[src/rtl/button_event_encoder_pkg.sv]
`default_nettype none
// ============================================================================
//  Module      : button_event_encoder_pkg
//  Description : Shared constants for the button event encoder: button count,
//                arbitration order indices and last_event codes.
//  Revision    : 1.0  initial release
// ============================================================================
package button_event_encoder_pkg;

    localparam int NUM_BTN = 5;
    localparam int EV_W    = 3;

    // Bit positions in the internal button vectors; lower index wins arbitration.
    localparam int BTN_IDX_1  = 0;
    localparam int BTN_IDX_2  = 1;
    localparam int BTN_IDX_3  = 2;
    localparam int BTN_IDX_4  = 3;
    localparam int BTN_IDX_10 = 4;

    // Codes reported on last_event.
    localparam logic [EV_W-1:0] EV_NONE = 3'd0;
    localparam logic [EV_W-1:0] EV_1    = 3'd1;
    localparam logic [EV_W-1:0] EV_2    = 3'd2;
    localparam logic [EV_W-1:0] EV_3    = 3'd3;
    localparam logic [EV_W-1:0] EV_4    = 3'd4;
    localparam logic [EV_W-1:0] EV_10   = 3'd5;

    // Button index i maps to code i+1, so button 10 (index 4) reports 5.
    function automatic logic [EV_W-1:0] onehot_to_code(input logic [NUM_BTN-1:0] oh);
        logic [EV_W-1:0] code;
        code = EV_NONE;
        for (int i = 0; i < NUM_BTN; i++) begin
            if (oh[i]) begin
                code = EV_W'(i + 1);
            end
        end
        return code;
    endfunction

endpackage : button_event_encoder_pkg
`default_nettype wire

[src/rtl/button_event_encoder_debounce.sv]
`default_nettype none
// ============================================================================
//  Module      : btn_debounce
//  Description : One button channel: 2-flop synchronizer, counter-based
//                debouncer and rising-edge press detector on the debounced
//                level.
//  Revision    : 1.0  initial release
// ============================================================================
module btn_debounce #(
    parameter int DEBOUNCE_CYCLES = 16
) (
    input  logic clk,
    input  logic rst,
    input  logic i_btn,
    output logic o_press
);

    localparam int                CNT_W      = $clog2(DEBOUNCE_CYCLES) + 1;
    localparam logic [CNT_W-1:0]  C_CNT_LAST = CNT_W'(DEBOUNCE_CYCLES - 1);
    localparam logic [CNT_W-1:0]  C_CNT_ONE  = CNT_W'(1);

    logic             r_sync1;
    logic             r_sync2;
    logic             r_stable;
    logic             r_stable_d;
    logic [CNT_W-1:0] r_cnt;

    // Two-flop synchronizer for the raw pad level.
    always_ff @(posedge clk or posedge rst) begin
        if (rst) begin
            r_sync1 <= 1'b0;
            r_sync2 <= 1'b0;
        end else begin
            r_sync1 <= i_btn;
            r_sync2 <= r_sync1;
        end
    end

    // Accept a new level only after it has differed from the stable level
    // for DEBOUNCE_CYCLES consecutive cycles; any agreement restarts the count.
    always_ff @(posedge clk or posedge rst) begin
        if (rst) begin
            r_stable <= 1'b0;
            r_cnt    <= '0;
        end else if (r_sync2 == r_stable) begin
            r_cnt <= '0;
        end else if (r_cnt == C_CNT_LAST) begin
            r_stable <= r_sync2;
            r_cnt    <= '0;
        end else begin
            r_cnt <= r_cnt + C_CNT_ONE;
        end
    end

    // Delayed copy of the stable level for press (0->1) detection.
    always_ff @(posedge clk or posedge rst) begin
        if (rst) begin
            r_stable_d <= 1'b0;
        end else begin
            r_stable_d <= r_stable;
        end
    end

    // Press is high for the one cycle following an accepted rising level.
    assign o_press = r_stable & ~r_stable_d;

endmodule : btn_debounce
`default_nettype wire

[src/rtl/button_event_encoder.sv]
`default_nettype none
// ============================================================================
//  Module      : button_event_encoder
//  Description : Debounces five buttons, queues accepted presses as pending
//                flags and issues one single-cycle event pulse per press in
//                fixed priority order (1,2,3,4,10).
//  Revision    : 1.0  initial release
// ============================================================================
module button_event_encoder
    import button_event_encoder_pkg::*;
#(
    parameter int DEBOUNCE_CYCLES = 16
) (
    input  logic            CLK,
    input  logic            RST,
    input  logic            btn_1,
    input  logic            btn_2,
    input  logic            btn_3,
    input  logic            btn_4,
    input  logic            btn_10,
    output logic            event_1,
    output logic            event_2,
    output logic            event_3,
    output logic            event_4,
    output logic            event_10,
    output logic [EV_W-1:0] last_event,
    output logic            pending_any
);

    localparam logic [NUM_BTN-1:0] C_ONE = NUM_BTN'(1);

    logic [NUM_BTN-1:0] w_btn;
    logic [NUM_BTN-1:0] w_press;
    logic [NUM_BTN-1:0] w_grant;
    logic [NUM_BTN-1:0] w_pending_next;
    logic [NUM_BTN-1:0] r_pending;
    logic [NUM_BTN-1:0] r_grant;
    logic [NUM_BTN-1:0] r_event;
    logic [EV_W-1:0]    r_last_event;
    logic               r_pending_any;

    assign w_btn[BTN_IDX_1]  = btn_1;
    assign w_btn[BTN_IDX_2]  = btn_2;
    assign w_btn[BTN_IDX_3]  = btn_3;
    assign w_btn[BTN_IDX_4]  = btn_4;
    assign w_btn[BTN_IDX_10] = btn_10;

    generate
        for (genvar gi = 0; gi < NUM_BTN; gi++) begin : g_btn
            btn_debounce #(
                .DEBOUNCE_CYCLES (DEBOUNCE_CYCLES)
            ) u_btn_debounce (
                .clk     (CLK),
                .rst     (RST),
                .i_btn   (w_btn[gi]),
                .o_press (w_press[gi])
            );
        end
    endgenerate

    // Lowest set bit of the pending vector wins (two's-complement isolate).
    assign w_grant = r_pending & (~r_pending + C_ONE);

    // Granted flag clears while new presses set; a press on the granted
    // button itself re-arms it, and presses on other buttons are never lost.
    assign w_pending_next = (r_pending & ~w_grant) | w_press;

    // Pending flags, registered grant and pending_any summary.
    always_ff @(posedge CLK or posedge RST) begin
        if (RST) begin
            r_pending     <= '0;
            r_grant       <= '0;
            r_pending_any <= 1'b0;
        end else begin
            r_pending     <= w_pending_next;
            r_grant       <= w_grant;
            r_pending_any <= |w_pending_next;
        end
    end

    // Event pulses follow the registered grant; last_event tracks each pulse.
    always_ff @(posedge CLK or posedge RST) begin
        if (RST) begin
            r_event      <= '0;
            r_last_event <= EV_NONE;
        end else begin
            r_event <= r_grant;
            if (|r_grant) begin
                r_last_event <= onehot_to_code(r_grant);
            end
        end
    end

    assign event_1     = r_event[BTN_IDX_1];
    assign event_2     = r_event[BTN_IDX_2];
    assign event_3     = r_event[BTN_IDX_3];
    assign event_4     = r_event[BTN_IDX_4];
    assign event_10    = r_event[BTN_IDX_10];
    assign last_event  = r_last_event;
    assign pending_any = r_pending_any;

endmodule : button_event_encoder
`default_nettype wire

[config.mk]
export PLATFORM = sky130hd
export DESIGN_NAME = button_event_encoder
export DESIGN_NICKNAME = d
export VERILOG_FILES = /design/src/rtl/button_event_encoder_pkg.sv /design/src/rtl/button_event_encoder_debounce.sv /design/src/rtl/button_event_encoder.sv
export SDC_FILE = /design/constraint.sdc
export NUM_CORES = 1
export LEC_CHECK = 0
export ABC_CLOCK_PERIOD_IN_PS = 4500
export CORE_MARGIN = 3
export CORE_UTILIZATION = 39
export CTS_CLUSTER_SIZE = 30
export DETAILED_ROUTE_END_ITERATION = 10
export MAX_ROUTING_LAYER = met4
export PLACE_DENSITY = 0.61
export SYNTH_ARGS = -nofsm -noshare
export SYNTH_HDL_FRONTEND = slang
export SYNTH_SLANG_ARGS = --single-unit
[constraint.sdc]
create_clock -name CLK -period 4.5 [get_ports CLK]
set_clock_uncertainty 0.1 [all_clocks]
set_input_delay 1.35 -clock CLK [delete_from_list [all_inputs] [get_ports CLK]]
set_output_delay 1.35 -clock CLK [all_outputs]
set_load 0.01 [all_outputs]
Yosys cells after proc, flatten, opt, wreduce, memory -nomap -nowiden

Index checks and enable logic that the tools add are counted.
Widths: inputs -> output; s select.

Output and inout bits: 9
Input port bits: 7
Word-level logic and storage cells: 88
Bits in registers: 64

Equality and inequality tests: 10
Reduce and logical (&&, ||, !) cells: 7
Bitwise operators: 20
Muxes and demuxes: 15
$add $sub $neg: 6

Operators with widths:

| cell                | count |
|---|---|
| $mux 5              | 10 |
| $add 5x1->5 const B | 6 |
| $eq 5x4->1 const B  | 5 |
| $mux 3              | 4 |
| $and 5x5->5         | 2 |
| $not 1->1           | 10 |
| $not 5->5           | 2 |
| $reduce_and 2->1    | 5 |
| $reduce_or 5->1     | 2 |
| $and 1x1->1         | 5 |
| $eq 1x1->1          | 5 |
| $or 5x5->5          | 1 |
| $mux 1              | 1 |

Depth between registers and ports, before layout

Depth after elaboration: 7
Gate-level depth with buffers: 4
Gate-level depth less buffers: 4

Cells and area by module

Synthesis repeated with hierarchy kept, for this count alone.

Cell total of the unflattened synthesis: 176
Area, all modules: 2374.8 sq um

By module, submodules not included:

| module               | cells an instance | instances | seq. area each (sq um) | area an instance (sq um) |
|---|---|---|---|---|
| btn_debounce         | 26                | 5         | 225.2                  | 342.8 |
| button_event_encoder | 46                | 1         | 475.5                  | 660.6 |

Worst setup path before layout

Ideal clock, no wire load.

Kind: reg-to-output
Start: register r_last_event[0], in the netlist last_event[0]
End: output last_event[0]
Path buffers: 0
Data required time: 3.050 ns
Slack: 2.665 ns
Data arrival time: 0.385 ns
Cell stages (with the launch flop): 1
Path through: dfrtp_1

RTL lines:

| element                  | line                       | text |
|---|---|---|
| start: declaration       | button_event_encoder.sv:39 | `logic [EV_W-1:0] r_last_event;` |
| start signal: assignment | button_event_encoder.sv:89 | `r_last_event <= onehot_to_code(r_grant);` |
| end: declaration         | button_event_encoder.sv:26 | `output logic [EV_W-1:0] last_event,` |

No word-level cell between the ends.

Final worst setup path

Start: register r_last_event[0], in the netlist last_event[0]
End: output last_event[0]

No word-level cell between the ends.

==> impl_metrics.tcl <==
set metrics [dict create \
    layout.nets 206 \
    drtAntennaViolNets 0 \
    slowest_stage "clkdlybuf4s50_1" \
    cts-root-buf "clkbuf_8" \
    synthXorXnorAreaFrac 0.0580 \
    slew_headroom 0.644 \
    cts.path.max_buffers 2 \
    dieWidth_um 82.2 \
    crit_fanout 2 \
    ys_ff_latch 64 \
    die_area_um2 6760 \
    cts_tree "built" \
    worstPathCellList "clkdlybuf4s50_1" \
    avgSynthCellArea_um2 13.6 \
    yosysUniqueCellTypes 25 \
    rows 27 \
    synthAdderAreaFrac 0.0276 \
    layout-drive-gt1-share 0.0909 \
    antenna_found_initial 0 \
    fmax_mhz 376 \
    p_sw_mw 0.222 \
    syn_area_um2 2260 \
    ys_seq_area_frac 0.707 \
    fin_tns_setup_ps 0 \
    place_area_um2 2510 \
    cts_buffers 9 \
    peakVddDrop_mv 0.220 \
    gp_congestion 0.693 \
    power_switching_share 0.215 \
    grt_max_degree 46 \
    muxShareOfSynthArea 0.0249 \
    yosys-top-cells-area "dfrtp_1 (71%), xor2_1 (5.8%), nor2_1 (3.8%)" \
    cts_resized 0 \
    layout_commonest_cell "dfrtp_1" \
    core-area_um2 5570 \
    drt_iter0_drc 73 \
    power.leakage_nw 1.36 \
    hold_path_class "reg -> reg" \
    slew_violations 0 \
    ys_warn_count 0 \
    viasPerCell 4.66 \
    drc_errors 0 \
    place_hpwl_um 2230 \
    rr_startpoint "r_pending[0]$_DFF_PP0_" \
    dp.cells 255 \
    finalInstanceArea_um2 2660 \
    period_share 0.591 \
    antenna_cells 0 \
    comb_power_share 0.044 \
    setup_viol 0 \
    critPathArrivalTime_ps 1210 \
    endpoint_kind "output pin" \
    synthesis.nets 179 \
    clock_latency_ps 330 \
    grt_pass1_wl_um 5530 \
    synth-compound-area-share 0.0481 \
    rsz0062_at_grt "false" \
    htreeDepth 3 \
    vias 1257 \
    p_clk_frac 0.371 \
    worstMarginPinSlew_ps 534 \
    io_buffer_count 15 \
    initial_core_util 0.406 \
    track_usage 0.117 \
    routed_wirelength_um 3250 \
    slowest_delay_ps 530 \
    synth_top_family_by_area "simple AND/OR/NAND/NOR gates" \
    cellPowerDensity_nw_per_um2 388 \
    cts_setup_buffers 0 \
    clock-sinks 64 \
    power_mw 1.03 \
    cts_hold_buf 0 \
    maxCapViolCount 0 \
    worstHoldStart "g_btn[4].u_btn_debounce.r_sync1$_DFF_PP0_" \
    critPathTopFamily "buffers and inverters" \
    p_seq_frac 0.585 \
    path_buf_inv 1 \
    grt_overflow_total 0 \
    die_h_um 82.2 \
    stdcell_count 270 \
    synthCells 167 \
    internal_power_mw 0.810 \
    critPathLaunch "last_event[0]$_DFFE_PP0P_" \
    synth_top_area_share 0.707 \
    required_ps 3050 \
    cts.clk_slew.worst_paths_ps 60 \
    synth_largest_area_cell "dfrtp_1" \
    startpoint_type "flip-flop" \
    post_drt_wl_per_cell_um 12.0 \
    worstSetupPathType "reg -> out" \
    pin_count 16 \
    grt_pass1_vias 1243 \
    hold_viol_final 0 \
    firstDrtPassIters 4 \
    status "completed" \
    synthSimpleGateAreaFrac 0.114 \
    final.min_clock_period_ps 2660 \
    syn_to_final_growth_pct 17.5 \
    final_cell_mix "dfrtp_1 (64), nor2_1 (23), xor2_1 (15), clkdlybuf4s50_1 (15), inv_1 (11)" \
]
==> worst paths after layout <==
check / endpoint / slack [ps] / cells past startpoint
hold / removal: g_btn[4].u_btn_debounce.r_sync2$_DFF_PP0_ / 250 / 0
hold reg to reg: g_btn[4].u_btn_debounce.r_sync2$_DFF_PP0_ / 250 / 0
max in group asynchronous: g_btn[4].u_btn_debounce.r_stable$_DFFE_PP0P_ / 2200 / 3
setup / recovery: last_event[0] / 1840 / 1
min in group asynchronous: g_btn[3].u_btn_debounce.r_cnt[4]$_DFF_PP0_ / 1230 / 2
setup reg to reg: pending_any$_DFF_PP0_ / 2510 / 3
==> cell type report <==
cell class	count	area (µm²)
Inverter	12	45.0
Timing Repair Buffer	16	158
Clock inverter	1	5.00
Tap cell	72	90.1
Fill cell	506	2910
Clock buffer	14	143
Multi-Input combinational cell	91	618
Sequential cell	64	1600
==> synth_stat cells (all sizes together) <==
| library cell | count |
|---|---|
| or3 | 1 |
| dfrtp | 64 |
| and2b | 1 |
| o21ai | 7 |
| nor3b | 1 |
| and3 | 5 |
| and2 | 6 |
| a221o | 1 |
| ha | 5 |
| xor2 | 15 |
| mux2 | 5 |
| nor2b | 1 |
| nor3 | 1 |
| inv | 12 |
| nand3 | 10 |
| a311o | 1 |
| nor2 | 23 |
| o21bai | 1 |
| or4 | 2 |
| o21ba | 1 |
| a21boi | 1 |
| a22o | 3 |
==> power by group through the flow <==
stage          Combinational, mW  Clock, mW  Sequential (mW)
6_report                  0.0452      0.383            0.604
5_1_grt                   0.0535      0.431            0.605
4_1_cts                   0.0471      0.403            0.604
3_5_place_dp              0.0469          0            0.614
3_3_place_gp              0.0437          0            0.613
2_1_floorplan             0.0297          0            0.612
==> sequential cells by signal (all words and copies together) (netlist names) <==
signal                           cells
g_btn.u_btn_debounce.r_sync2         5
g_btn.u_btn_debounce.r_cnt          25
g_btn.u_btn_debounce.r_stable        5
r_event                              5
last_event                           3
r_pending                            5
g_btn.u_btn_debounce.r_sync1         5
r_grant                              5
g_btn.u_btn_debounce.r_stable_d      5
pending_any                          1
==> per-stage QoR <==
stage	utilization	hold WS, ps	setup slack (ps)
floorplan	-	231	1450
global placement	0.451	236	1840
detailed placement	0.451	237	1770
CTS	0.477	252	1810
global route	0.477	255	1770
finish	0.477	249	1840
==> metal layers <==
metal / wire length (µm) / part of all wire / GRT usage / up-vias
li1: - / - / - / 604
met1: 1400 / 0.43 / 0.131 / 612
met2: 1580 / 0.49 / 0.175 / 35
met3: 218 / 0.067 / 0.0651 / 6
met4: 46 / 0.014 / 0.0449 / 0
met5: 0 / 0 / - / -
==> cells by family (layout without fill, tap and decap cells) <==
kind of cell,after synthesis,after routing
buf+inv,12,43
flops,64,64
mux,5,5
simple gates,51,51
fa+ha+maj,5,5
compound gates,15,15
xor+xnor,15,15
Note: power is estimated with default switching activity, not from simulation.
